$ cat src/rtl/bus_fetch_unit.sv
`default_nettype none
// ============================================================================
// Module   : bus_fetch_unit
// Purpose  : Memory-access engine between the CPU fetch/operand port and the
//            system bus. Runs one bus transaction per CPU request with an
//            ack timeout. Keeps a one-entry read buffer so a repeated read of
//            the same word completes without a bus cycle.
// Ports    : clk, W_RST (async, active-low)
//            CPU side : f_enable, f_write_mode, addr, f_data_i, thread ->
//                       f_data_o, f_ack, f_err
//            Bus side : W_ADDR, W_DATA_O, W_WRITE, W_STB, W_TID ->
//                       W_DATA_I, W_ACK
// Revision : 1.0  initial release
// ============================================================================
module bus_fetch_unit #(
    parameter int            AW       = 32,
    parameter int            DW       = 32,
    parameter int            TIMEOUT  = 16,
    parameter int            USE_BUF  = 1,
    parameter logic [DW-1:0] ERR_WORD = 32'hDEAD_BEEF
) (
    input  logic          clk,
    input  logic          W_RST,
    input  logic          f_enable,
    input  logic          f_write_mode,
    input  logic [AW-1:0] addr,
    input  logic [DW-1:0] f_data_i,
    input  logic          thread,
    output logic [DW-1:0] f_data_o,
    output logic          f_ack,
    output logic          f_err,
    output logic [AW-1:0] W_ADDR,
    output logic [DW-1:0] W_DATA_O,
    output logic          W_WRITE,
    output logic          W_STB,
    output logic          W_TID,
    input  logic [DW-1:0] W_DATA_I,
    input  logic          W_ACK
);

    localparam int            CW       = (TIMEOUT > 1) ? $clog2(TIMEOUT) : 1;
    localparam logic [CW-1:0] CNT_LAST = CW'((TIMEOUT > 0) ? (TIMEOUT - 1) : 0);
    localparam logic [CW-1:0] CNT_MAX  = '1;

    typedef enum logic [1:0] {
        S_IDLE    = 2'd0,
        S_BUS     = 2'd1,
        S_DONE    = 2'd2,
        S_RELEASE = 2'd3
    } state_t;

    state_t        state;
    state_t        state_nx;

    // Captured request
    logic [AW-1:0] req_addr;
    logic [DW-1:0] req_wdata;
    logic          req_write;
    logic          err_armed;

    // One-entry read buffer
    logic          buf_valid;
    logic [AW-1:0] buf_addr;
    logic [DW-1:0] buf_data;

    logic [CW-1:0] cnt;
    logic          buf_hit;
    logic          timed_out;

    // Writes never complete from the buffer; they always reach the bus.
    assign buf_hit   = (USE_BUF != 0) && buf_valid && !f_write_mode && (buf_addr == addr);
    // Evaluated only when no ack is present, so an ack on the last cycle wins.
    assign timed_out = (TIMEOUT != 0) && !W_ACK && (cnt == CNT_LAST);

    assign f_ack = (state == S_DONE);
    assign f_err = f_ack && err_armed;

    always_ff @(posedge clk or negedge W_RST) begin
        if (!W_RST) begin
            state <= S_IDLE;
        end else begin
            state <= state_nx;
        end
    end

    always_comb begin
        state_nx = state;
        case (state)
            S_IDLE: begin
                if (f_enable) begin
                    state_nx = buf_hit ? S_DONE : S_BUS;
                end
            end
            S_BUS: begin
                if (W_ACK || timed_out) begin
                    state_nx = S_DONE;
                end
            end
            S_DONE: begin
                state_nx = S_RELEASE;
            end
            S_RELEASE: begin
                // A request still held high after its ack is not re-issued.
                if (!f_enable) begin
                    state_nx = S_IDLE;
                end
            end
            default: begin
                state_nx = S_IDLE;
            end
        endcase
    end

    always_ff @(posedge clk or negedge W_RST) begin
        if (!W_RST) begin
            f_data_o  <= '0;
            W_ADDR    <= '0;
            W_DATA_O  <= '0;
            W_WRITE   <= 1'b0;
            W_STB     <= 1'b0;
            W_TID     <= 1'b0;
            req_addr  <= '0;
            req_wdata <= '0;
            req_write <= 1'b0;
            err_armed <= 1'b0;
            buf_valid <= 1'b0;
            buf_addr  <= '0;
            buf_data  <= '0;
            cnt       <= '0;
        end else begin
            case (state)
                S_IDLE: begin
                    if (f_enable) begin
                        req_addr  <= addr;
                        req_wdata <= f_data_i;
                        req_write <= f_write_mode;
                        err_armed <= 1'b0;
                        if (buf_hit) begin
                            f_data_o <= buf_data;
                        end else begin
                            W_ADDR   <= addr;
                            W_DATA_O <= f_data_i;
                            W_WRITE  <= f_write_mode;
                            W_TID    <= thread;
                            W_STB    <= 1'b1;
                            cnt      <= '0;
                        end
                    end
                end
                S_BUS: begin
                    if (W_ACK) begin
                        W_STB <= 1'b0;
                        if (!req_write) begin
                            f_data_o  <= W_DATA_I;
                            buf_addr  <= req_addr;
                            buf_data  <= W_DATA_I;
                            buf_valid <= 1'b1;
                        end else if (buf_addr == req_addr) begin
                            // Write-through keeps the buffered word coherent.
                            buf_data <= req_wdata;
                        end
                    end else begin
                        if (cnt != CNT_MAX) begin
                            cnt <= cnt + 1'b1;
                        end
                        if (timed_out) begin
                            W_STB     <= 1'b0;
                            buf_valid <= 1'b0;
                            err_armed <= 1'b1;
                            if (!req_write) begin
                                f_data_o <= ERR_WORD;
                            end
                        end
                    end
                end
                default: begin
                end
            endcase
        end
    end

endmodule
`default_nettype wire

$ cat config.mk
export PLATFORM = sky130hd
export DESIGN_NAME = bus_fetch_unit
export DESIGN_NICKNAME = d
export VERILOG_FILES = /design/src/rtl/bus_fetch_unit.sv
export SDC_FILE = /design/constraint.sdc
export NUM_CORES = 1
export LEC_CHECK = 0
export CAP_MARGIN = 20
export CORE_UTILIZATION = 52
export DETAILED_ROUTE_END_ITERATION = 7
export GPL_TIMING_DRIVEN = 0
export PLACE_DENSITY = 0.84
export SYNTH_ARGS = -nofsm -noshare
export SYNTH_HDL_FRONTEND = slang
export SYNTH_SLANG_ARGS = --single-unit
$ cat constraint.sdc
create_clock -name clk -period 2.8 [get_ports clk]
set_clock_uncertainty 0.2 [all_clocks]
set_input_delay 0.56 -clock clk [delete_from_list [all_inputs] [get_ports clk]]
set_output_delay 0.56 -clock clk [all_outputs]
set_load 0.05 [all_outputs]
==> summary.md, run 1 <==
| Metric | Value |
|---|---|
| First-pass GRT wire length | `43700 um` |
| Pwr Total | `19000 uW` |
| Clk Latency, worst-skew pair | `approximately 0.53 ns` |
| Post-synth top area share | `56.3%` |
| Tot GR Track Use | `27.6%` |
| Design Area, Final | `about 14000 um^2` |
| Layout cell share with drive strength beyond 1 | `between 20% and 30%` |
| Syn_nets | `approximately 990` |
| Largest family of logic cells by synthesized area | `multiplexers` |
| Number of max-cap violations | `0` |
| Post-route DRC | `0` |
| Distinct cell type count after synthesis | `42` |
| Via density | `5.59` |
| Largest stage delay on the critical path | `0.44 ns` |
| Vias post-DR | `7877` |
| Synth Area in Adders | `0.596%` |
| CTS Buf Count | `25` |
| Synth Area in Simple Gates | `7.37%` |
| Global route total overflow | `0` |
| Post-DRT Antenna Nets | `0` |
| Initial core utilization | `a little over half` |
| Clock sinks | `roughly 240` |
| Avg Cell Area, Syn | `11.9 um^2` |
| Ys flop type | `dfrtp_1` |
| Worst-path clk slew | `about 0.07 ns` |
| Row cnt | `51` |
| RD Place Congestion | `0.847` |
| Yosys Warn Count | `0` |
| Io pins | `203` |
| Wire length per cell | `20.4 um` |
| Final Hold Fails | `0` |
| H-Tree Depth | `1` |
| R2r setup slk | `0.0003 ns` |
| Tightest Hold Check Type | `input port to flip-flop` |
| Post-synth design cell area | `10500 um^2` |
| CP cell instances | `xor2_1, nor4_1, nand4_1, nor3_4, clkbuf_4, mux2i_1, a21oi_1` |
| Crit. Startpoint | `buf_addr[18]` |
| CTS tree | `yes` |
| CP startpoint kind | `flip-flop` |
| Initial DRT Pass Iterations | `4` |
| Final-report setup violation count | `0` |
| Max Fclk | `357 MHz` |
| Worst rel slew slack | `between 50% and 60%` |
| Nets | `1232` |
| Sequential element share of the synthesized area | `56.3%` |
| Leakage | `0.00657 uW` |
| R2r startpoint | `buf_addr[18]` |
| Max FO, Critical Path | `10` |
| Status | `finished clean` |
| Worst IR drop on VDD | `845 uV` |
| Post-synth ARST share | `100%` |
| CP arrival | `just under 3 ns` |
| Pwr Density | `1320 nW/um^2` |
| Tcrit/Tclk final | `100%` |
| Top cells by area, synth | `dfrtp_1 (56%), mux2_2 (14%), mux2i_1 (5.4%), xor2_1 (4.4%), nand2_1 (4.3%)` |
| Max-slew violation count | `0` |
| Ant. Diodes | `0` |
| Core Footprint | `19600 um^2` |
| Die W | `144 um` |
| Initial DRC Count | `531` |
| Top-count cell post-synth | `dfrtp_1` |
| Crit path capture | `buf_data[2]` |
| Final wirelength | `about 29000 um` |
| Number of global-route vias before repair | `8146` |
| R2r endpoint | `buf_data[2]` |
| DP Area | `12900 um^2` |
| Port bufs | `between 200 and 250` |
| FF+latch count, synth | `around 240` |
| Post-synth top cells | `dfrtp_1 (236), mux2_2 (128), nand2_1 (119), mux2i_1 (57), o22ai_1 (55)` |
| Die Y | `144 um` |
| Initial antenna violation count | `0` |
| Slowest CP cell | `nor4_1` |
| Post-synth EDFFs | `0` |
| Compound-Gate Fraction of Synth Area | `7.22%` |
| Yosys top cell by area | `dfrtp_1` |
| Die area | `~21000 um^2` |
| Setup crit end kind | `flip-flop` |
| Req. time, crit path | `2.98 ns` |
| Final min period | `2.80 ns` |
| Pin count of the biggest net entering global routing | `93` |
| Reg2Reg Depth | `7` |
| Fillers | `1264` |
| Xor-xnor portion of the synthesized cell area | `4.68%` |
| Area grow syn2layout | `36.8%` |
| CTS Buffer Depth | `3` |
| Multiplexer share of the synthesized area | `between 20% and 30%` |
| Root Buffer | `clkbuf_16` |
| Setup_tns | `0 ns` |
| Worst slew pin tran | `0.715 ns` |
| Dpl hpwl | `around 19000 um` |
| Mapped Cells | `880` |
| Setup CP Type | `flip-flop to flip-flop` |
==> per-stage QoR <==
step / setup slack, ns / utilization, % / hold WS [ns] / cells
after floorplan: 0.0523 / - / 0.0644 / 880
after global placement: -9.05 / 65.5 / 0.277 / 1346
after detailed placement: -0.938 / 65.8 / 0.283 / 1349
after CTS: 0.00397 / 71.7 / 0.267 / 1402
after global routing: -0.0634 / 73.3 / 0.172 / 1408
final: 0.000328 / 73.3 / 0.178 / 1408
==> layer usage <==
metal	vias up	share of wire, %	global-route usage, %
li1	3566	-	-
met1	3944	39	35.1
met2	296	49	47.1
met3	71	7.4	5.13
met4	0	3.8	9.97
met5	-	0	0
==> cells in the final DEF (no fill, tap or decap), types with 12 or more instances in the layout <==
| master | Yosys | layout |
|---|---|---|
| mux2i_1 | 57 | 57 |
| clkdlybuf4s50_1 | 0 | 173 |
| dfrtp_1 | 236 | 236 |
| dlygate4sd2_1 | 0 | 12 |
| xor2_1 | 53 | 49 |
| clkbuf_16 | 0 | 30 |
| a21oi_1 | 37 | 37 |
| clkbuf_1 | 28 | 26 |
| o22ai_1 | 55 | 55 |
| mux2_4 | 6 | 15 |
| nand2_1 | 119 | 119 |
| dlymetal6s2s_1 | 0 | 15 |
| inv_1 | 43 | 43 |
| mux2_2 | 128 | 119 |
| o21ai_0 | 23 | 23 |
==> how the worst min path moves through the flow <==
stage | end | from | depth (start not counted) | slack (ns)
2_1_floorplan | W_ADDR[0] | W_RST | 0 | 0.06
3_3_place_gp | W_WRITE | W_WRITE | 1 | 0.28
3_5_place_dp | W_WRITE | W_WRITE | 1 | 0.28
4_1_cts | req_addr[13] | addr[13] | 2 | 0.27
5_1_grt | W_ADDR[21] | addr[21] | 2 | 0.17
6_report | W_ADDR[21] | addr[21] | 2 | 0.18
==> final cells by class <==
class                   count  area [um^2]  area share (%)
well taps                 265          332            2.31
plain buffers              47          300            2.09
repair buffers            219         2310            16.1
flip-flops and latches    236         5910            41.1
clock inverters            15          307            2.14
multi-input cells         553         4370            30.4
inverters                  43          161            1.12
clock buffers              30          664            4.63
==> worst max-delay path, delay by kind of cell, from the launching register on <==
kind            cells  cell delay [ns]
compound gates      1             0.10
xor+xnor            1             0.19
buf+inv             1             0.34
flops               1             0.41
mux                 1             0.27
simple gates        3             1.14
==> sequential cells by signal (all words and copies together), names as in the netlist <==
name,flops
buf_addr,32
req_wdata,32
buf_data,32
cnt,4
req_addr,32
req_write,1
err_armed,1
W_WRITE,1
state,2
W_STB,1
buf_valid,1
W_ADDR,32
W_TID,1
f_data_o,32
W_DATA_O,32
==> logic make-up after synthesis <==
logic type / Yosys count
AND/OR/NAND/NOR: 174
adder cells (fa/ha/maj): 5
AO/OA/AOI/OAI: 127
buffers and inverters: 91
multiplexers: 191
flip-flops: 236
XOR/XNOR: 56
==> report_power, final <==
| group | leakage [uW] | internal, uW | total (uW) | switching (uW) |
|---|---|---|---|---|
| sequential | 0.00290 | 4970 | 6060 | 1090 |
| clock | 0.000474 | 2520 | 3900 | 1380 |
| combinational | 0.00319 | 3710 | 9010 | 5310 |
==> what timing repair did <==
action / in CTS / in global routing
resized for setup: 36 / 47
hold endpoints to repair: 73 / 0
endpoints found under the setup margin: 160 / 128
setup buffers: 7 / 2
hold buffers: 1 / 0
gates cloned: 0 / 5
pin swaps: 7 / 10
Note: power is estimated with default switching activity, not from simulation.
==> run 2, diff against run 1 <==
--- a/config.mk
+++ b/config.mk
@@ -9,7 +9,7 @@
 export CORE_UTILIZATION = 52
 export DETAILED_ROUTE_END_ITERATION = 7
 export GPL_TIMING_DRIVEN = 0
-export PLACE_DENSITY = 0.84
+export PLACE_DENSITY_LB_ADDON = 0.15
 export SYNTH_ARGS = -nofsm -noshare
 export SYNTH_HDL_FRONTEND = slang
 export SYNTH_SLANG_ARGS = --single-unit
==> summary.md, run 2 (same netlist as run 1, synthesis figures left out) <==
| Metric | Value |
|---|---|
| Status | `finished, violations left (was finished clean)` |
| Failing checks | `negative setup slack` |
| H-Tree Depth | `1 (unchanged)` |
| Power Internal | `10700 uW (was 11200 uW)` |
| Worst slew pin tran | `0.822 ns (was 0.715 ns)` |
| Net Sw Power | `7640 uW (was 7780 uW)` |
| RSZ-0062 raised after global routing | `true` |
| Reg2Reg Depth | `8 (was 7)` |
| Final wirelength | `27300 um (was 28700 um)` |
| Layout cell share with drive strength beyond 1 | `20.4% (was 20.2%)` |
| Tcrit/Tclk final | `102% (was 100%)` |
| Clock sinks | `236 (unchanged)` |
| Share of power burned in the clock network | `17.5% (was 20.6%)` |
| Combinational share of power | `49.6% (was 47.5%)` |
| DP Area | `12900 um^2 (unchanged)` |
| Post-route DRC | `0 (unchanged)` |
| Worst Hold Depth | `2 (unchanged)` |
| Area grow syn2layout | `35.9% (was 36.8%)` |
| Max-slew violation count | `0 (unchanged)` |
| Die Y | `144 um (unchanged)` |
| RD Place Congestion | `0.885 (was 0.847)` |
| CP arrival | `3.07 ns (was 2.98 ns)` |
| Post-DRT Antenna Nets | `0 (unchanged)` |
| Ant. Diodes | `0 (unchanged)` |
| Final Hold Fails | `0 (unchanged)` |
| Seq pwr share | `32.9% (was 31.9%)` |
| CTS Buf Count | `25 (unchanged)` |
| Initial core utilization | `53.5% (unchanged)` |
| Pwr Density | `1290 nW/um^2 (was 1320 nW/um^2)` |
| Worst-path clk slew | `0.05 ns (was 0.07 ns)` |
| Core Footprint | `19600 um^2 (unchanged)` |
| Clk Latency, worst-skew pair | `0.52 ns (was 0.53 ns)` |
| Port bufs | `201 (unchanged)` |
| Setup crit end kind | `flip-flop (unchanged)` |
| Worst rel slew slack | `45.2% (was 52.4%)` |
| Worst hold endpoint | `W_ADDR[22] (was W_ADDR[21])` |
| R2r startpoint | `buf_addr[5] (was buf_addr[18])` |
| Max Fclk | `348 MHz (was 357 MHz)` |
| CTS Buffer Depth | `3 (unchanged)` |
| Fillers | `1383 (was 1264)` |
| Final-report setup violation count | `69 (was 0)` |
| Via density | `5.54 (was 5.59)` |
| Commonest cells after routing, fill and taps aside | `dfrtp_1 (236), clkdlybuf4s50_1 (178), nand2_1 (118), mux2_2 (101), mux2i_1 (57) (was dfrtp_1 (236), clkdlybuf4s50_1 (173), nand2_1 (119), mux2_2 (119), mux2i_1 (57))` |
| Dpl hpwl | `18200 um (was 18800 um)` |
| Initial antenna violation count | `0 (unchanged)` |
| Commonest non-fill, non-tap cell in the layout | `dfrtp_1 (unchanged)` |
| CTS tree | `yes (unchanged)` |
| Root Buffer | `clkbuf_16 (unchanged)` |
| Req. time, crit path | `3.00 ns (was 2.98 ns)` |
| Io pins | `203 (unchanged)` |
| Tightest Hold Check Type | `input port to flip-flop (unchanged)` |
| Final min period | `2.87 ns (was 2.80 ns)` |
| Setup CP Type | `input port to flip-flop (was flip-flop to flip-flop)` |
| Global route total overflow | `0 (unchanged)` |
| Hold slack | `0.186 ns (was 0.178 ns)` |
| Initial DRC Count | `509 (was 531)` |
| First-pass GRT wire length | `40800 um (was 43700 um)` |
| Nets | `1239 (was 1232)` |
| Max FO, Critical Path | `5 (was 10)` |
| Tot GR Track Use | `25.7% (was 27.6%)` |
| Hold Crit Start | `addr[22] (was addr[21])` |
| Pin count of the biggest net entering global routing | `108 (was 93)` |
| Worst IR drop on VDD | `893 uV (was 845 uV)` |
| R2r setup slk | `0 ns (was 0.0003 ns)` |
| Row cnt | `51 (unchanged)` |
| Initial DRT Pass Iterations | `5 (was 4)` |
| Wire length per cell | `19.3 um (was 20.4 um)` |
| Design Area, Final | `14300 um^2 (was 14400 um^2)` |
| Leakage | `0.00659 uW (was 0.00657 uW)` |
| Number of global-route vias before repair | `7783 (was 8146)` |
| Die area | `20700 um^2 (unchanged)` |
| Worst setup margin | `-0.0698 ns (was 0.000328 ns)` |
| Vias post-DR | `7829 (was 7877)` |
| CP startpoint kind | `input port (was flip-flop)` |
| R2r endpoint | `W_ADDR[21] (was buf_data[2])` |
| Number of max-cap violations | `0 (unchanged)` |
| Die W | `144 um (unchanged)` |
| Switch share | `41.7% (was 41.0%)` |
| Finished Core Util | `72.7% (was 73.3%)` |
==> run 2: worst max path at each step <==
stage	slack, ns	depth (start not counted)	start	to
4_1_cts	-0.01	9	addr[26]	W_ADDR[29]
3_5_place_dp	-0.92	9	addr[24]	W_ADDR[29]
5_1_grt	-0.03	9	addr[14]	W_ADDR[21]
2_1_floorplan	0.05	8	addr[28]	W_ADDR[10]
3_3_place_gp	-9.20	1	W_RST	W_DATA_O[26]
6_report	-0.07	9	addr[21]	W_ADDR[21]
==> run 2: worst max-delay path, stage by stage <==
cell and delay [ns]:
clkdlybuf4s50_1 0.47, inv_1 0.11, a221oi_2 0.32, nand4_1 0.20
or4_4 0.60, nand3_4 0.15, buf_12 0.16, clkbuf_16 0.16
mux2_2 0.32
==> run 2: repair_timing <==
item | CTS | global route
setup buffers | 4 | 12
gates resized for setup | 31 | 66
hold buffers | 1 | 0
pin swaps | 7 | 11
endpoints found under the setup margin | 161 | 160
endpoints found under the hold margin | 42 | 0
cloned | 0 | 5
==> run 2: stage by stage <==
step | total power [uW] | TNS (ns) | instances | setup slack [ns]
final | 18300 | -2.29 | 1412 | -0.0698
after global routing | 19300 | -0.644 | 1412 | -0.0326
after CTS | 17900 | -0.0266 | 1396 | -0.0119
after detailed placement | 14600 | -103.51 | 1349 | -0.921
after global placement | 14400 | -2271.87 | 1346 | -9.20
after floorplan | 11800 | 0 | 880 | 0.0523
==> run 2: power groups by stage <==
stage / clock, uW / sequential [uW] / combinational [uW]
after floorplan: 0 / 8260 / 3510
after global placement: 0 / 5970 / 8420
after detailed placement: 0 / 6030 / 8560
after CTS: 3260 / 5990 / 8680
after global routing: 3390 / 6220 / 9640
final: 3210 / 6030 / 9110
==> run 2: final cells by class <==
| class | count | area [um^2] | area share, % |
|---|---|---|---|
| inverters | 43 | 161 | 1.13 |
| clock buffers | 36 | 737 | 5.17 |
| clock inverters | 6 | 57.6 | 0.404 |
| well taps | 265 | 332 | 2.33 |
| repair buffers | 226 | 2360 | 16.6 |
| flip-flops and latches | 236 | 5910 | 41.4 |
| multi-input cells | 553 | 4390 | 30.8 |
| plain buffers | 47 | 307 | 2.15 |
==> run 2: layer usage <==
layer | vias to the layer above | track usage, % | wire length [um]
li1 | 3574 | - | -
met1 | 3898 | 34.4 | 11500
met2 | 287 | 42.8 | 13200
met3 | 70 | 4.34 | 1730
met4 | 0 | 7.73 | 824
met5 | - | 0 | 0
==> run 3, diff against run 2 <==
--- a/config.mk
+++ b/config.mk
@@ -6,10 +6,12 @@
 export NUM_CORES = 1
 export LEC_CHECK = 0
 export CAP_MARGIN = 20
+export CORE_ASPECT_RATIO = 1.2
 export CORE_UTILIZATION = 52
 export DETAILED_ROUTE_END_ITERATION = 7
 export GPL_TIMING_DRIVEN = 0
 export PLACE_DENSITY_LB_ADDON = 0.15
+export SLEW_MARGIN = 10
 export SYNTH_ARGS = -nofsm -noshare
 export SYNTH_HDL_FRONTEND = slang
 export SYNTH_SLANG_ARGS = --single-unit
==> summary.md, run 3 (same netlist as run 1, synthesis figures left out) <==
| Metric | Value |
|---|---|
| Status | `finished, violations left (unchanged)` |
| Failing checks | `negative setup slack (unchanged)` |
| Wire length per cell | `19.3 um (about the same)` |
| Initial DRC Count | `421 (was 509)` |
| Final min period | `2.81 ns (was 2.87 ns)` |
| Fillers | `1399 (was 1383)` |
| Setup crit end kind | `flip-flop (unchanged)` |
| Pin count of the biggest net entering global routing | `106 (was 108)` |
| Root Buffer | `clkbuf_16 (unchanged)` |
| Largest stage delay on the critical path | `0.48 ns (was 0.60 ns)` |
| Reg area | `5910 um^2 (about the same)` |
| Multi-input logic area | `4430 um^2 (was 4390 um^2)` |
| Via density | `5.45 (was 5.54)` |
| Row cnt | `56 (was 51)` |
| Worst rel slew slack | `52.3% (was 45.2%)` |
| Area grow syn2layout | `36.5% (was 35.9%)` |
| Tcrit/Tclk final | `100% (was 102%)` |
| Pwr Density | `1300 nW/um^2 (was 1290 nW/um^2)` |
| Design Area, Final | `14300 um^2 (about the same)` |
| Dpl hpwl | `18200 um (about the same)` |
| Finished Core Util | `72.7% (about the same)` |
| Slowest CP cell | `or4_4 (unchanged)` |
| Layout cell share with drive strength beyond 1 | `20.5% (was 20.4%)` |
| Final wirelength | `27200 um (was 27300 um)` |
| Commonest non-fill, non-tap cell in the layout | `dfrtp_1 (unchanged)` |
| RD Place Congestion | `0.875 (was 0.885)` |
| CTS tree | `yes (unchanged)` |
| Pre-CTS setup slack | `-0.987 ns (was -0.921 ns)` |
| Global route total overflow | `0 (unchanged)` |
| Max Fclk | `356 MHz (was 348 MHz)` |
| Io pins | `203 (unchanged)` |
| Initial antenna violation count | `0 (unchanged)` |
| Tightest Hold Check Type | `input port to flip-flop (unchanged)` |
| Max-slew violation count | `0 (unchanged)` |
| Post-DRT Antenna Nets | `0 (unchanged)` |
| Port bufs | `201 (unchanged)` |
| RSZ-0062 raised after global routing | `true (unchanged)` |
| First-pass GRT wire length | `41300 um (was 40800 um)` |
| Tot GR Track Use | `25.5% (was 25.7%)` |
| Post-route DRC | `0 (unchanged)` |
| Ant. Diodes | `0 (unchanged)` |
| Worst slew pin tran | `0.715 ns (was 0.822 ns)` |
| Vias post-DR | `7695 (was 7829)` |
| Die Y | `158 um (was 144 um)` |
| H-Tree Depth | `1 (unchanged)` |
| Core Footprint | `19700 um^2 (was 19600 um^2)` |
| Worst setup margin | `-0.0106 ns (was -0.0698 ns)` |
| Final-report setup violation count | `2 (was 69)` |
| CTS Buf Count | `24 (was 25)` |
| Req. time, crit path | `2.99 ns (was 3.00 ns)` |
| CP cell instances | `clkdlybuf4s50_1, xor2_1, nor4_2, nand3_1, or4_4, nand3_4, buf_12, clkbuf_16, mux2_2 (was clkdlybuf4s50_1, inv_1, a221oi_2, nand4_1, or4_4, nand3_4, buf_12, clkbuf_16, mux2_2)` |
| Nets | `1242 (was 1239)` |
| Non-Filler Instances | `1413 (was 1412)` |
| Leakage | `0.00663 uW (was 0.00659 uW)` |
| Max FO, Critical Path | `5 (unchanged)` |
| Die area | `20700 um^2 (about the same)` |
| Clk Latency, worst-skew pair | `0.52 ns (about the same)` |
| Worst IR drop on VDD | `908 uV (was 893 uV)` |
| CP arrival | `3.00 ns (was 3.07 ns)` |
| CTS Buffer Depth | `3 (unchanged)` |
| Clock sinks | `236 (unchanged)` |
| Setup_tns | `-0.0182 ns (was -2.29 ns)` |
| Worst-path clk slew | `0.06 ns (was 0.05 ns)` |
| CP startpoint kind | `input port (unchanged)` |
| Initial DRT Pass Iterations | `5 (unchanged)` |
| DP Area | `12900 um^2 (about the same)` |
| DP Cell Count | `1344 (was 1349)` |
| Commonest cells after routing, fill and taps aside | `dfrtp_1 (235), clkdlybuf4s50_1 (180), nand2_1 (118), mux2_2 (91), mux2i_1 (57) (was dfrtp_1 (236), clkdlybuf4s50_1 (178), nand2_1 (118), mux2_2 (101), mux2i_1 (57))` |
| R2r setup slk | `0.01 ns (was 0 ns)` |
| Number of max-cap violations | `0 (unchanged)` |
| Setup CP Type | `input port to flip-flop (unchanged)` |
| Initial core utilization | `53.3% (was 53.5%)` |
| Die W | `132 um (was 144 um)` |
| Number of global-route vias before repair | `7719 (was 7783)` |
| Final Hold Fails | `0 (unchanged)` |
[run 3: changes by cell type in the layout (fill, tap and decap cells not counted), moves of 2 or more]
cell,delta
buf_2,+2
bufinv_16,+2
dlymetal6s2s_1,-7
dlygate4sd2_1,+3
buf_8,-2
clkbuf_8,-3
buf_4,+4
mux2_4,+10
clkdlybuf4s50_1,+2
mux2_2,-10
buf_12,+2
clkbuf_1,+4
[run 3: worst paths after layout]
path,startpoint,to,cells after the start
worst max-delay path,addr[0],W_ADDR[12],9
worst min-delay path,f_write_mode,req_write,2
worst max register to register,buf_valid,W_ADDR[12],8
worst min register to register,W_DATA_O[11],W_DATA_O[11],1
max in group asynchronous,W_RST,buf_addr[30],3
min in group asynchronous,W_RST,W_DATA_O[7],2
[run 3: layer usage]
layer  up-vias  track usage, %  routed length (um)
li1       3565               -                   -
met1      3826            31.7               11300
met2       249            45.7               14000
met3        55            3.52                1290
met4         0            8.58                 701
met5         -               0                   0
[run 3: stage by stage]
step	hold slack (ns)	power [uW]
global route	0.147	19500
detailed placement	0.238	14600
global placement	0.286	14400
finish	0.163	18600
CTS	0.270	18100
floorplan	0.0644	11800
[run 3: what timing repair did]
item                                   4_1_cts  5_1_grt
pin swaps                                    8        2
setup endpoints to repair                  157      155
buffers inserted                             7       16
endpoints found under the hold margin       29        0
resized for setup                           36       67
hold buffers                                 1        0
cloned                                       0        5
[run 3: report_power, final]
part	switching, uW	internal (uW)	total [uW]
logic	5260	3930	9190
clock network	1310	2020	3330
registers	1070	4970	6030
[run 3: worst max-delay path: cells and delay by family]
kind,cells,cell delay [ns]
XOR/XNOR,1,0.22
buffers and inverters,3,0.79
multiplexers,1,0.33
AND/OR/NAND/NOR,4,1.11
[run 3: final cells by class]
type | count | share of cell area, %
buffer | 45 | 2.02
sequential | 236 | 41.2
timing repair buffer | 232 | 16.7
multi-input combinational | 553 | 30.9
inverter | 43 | 1.13
clock inverter | 6 | 0.734
tap | 261 | 2.28
clock buffer | 37 | 4.96
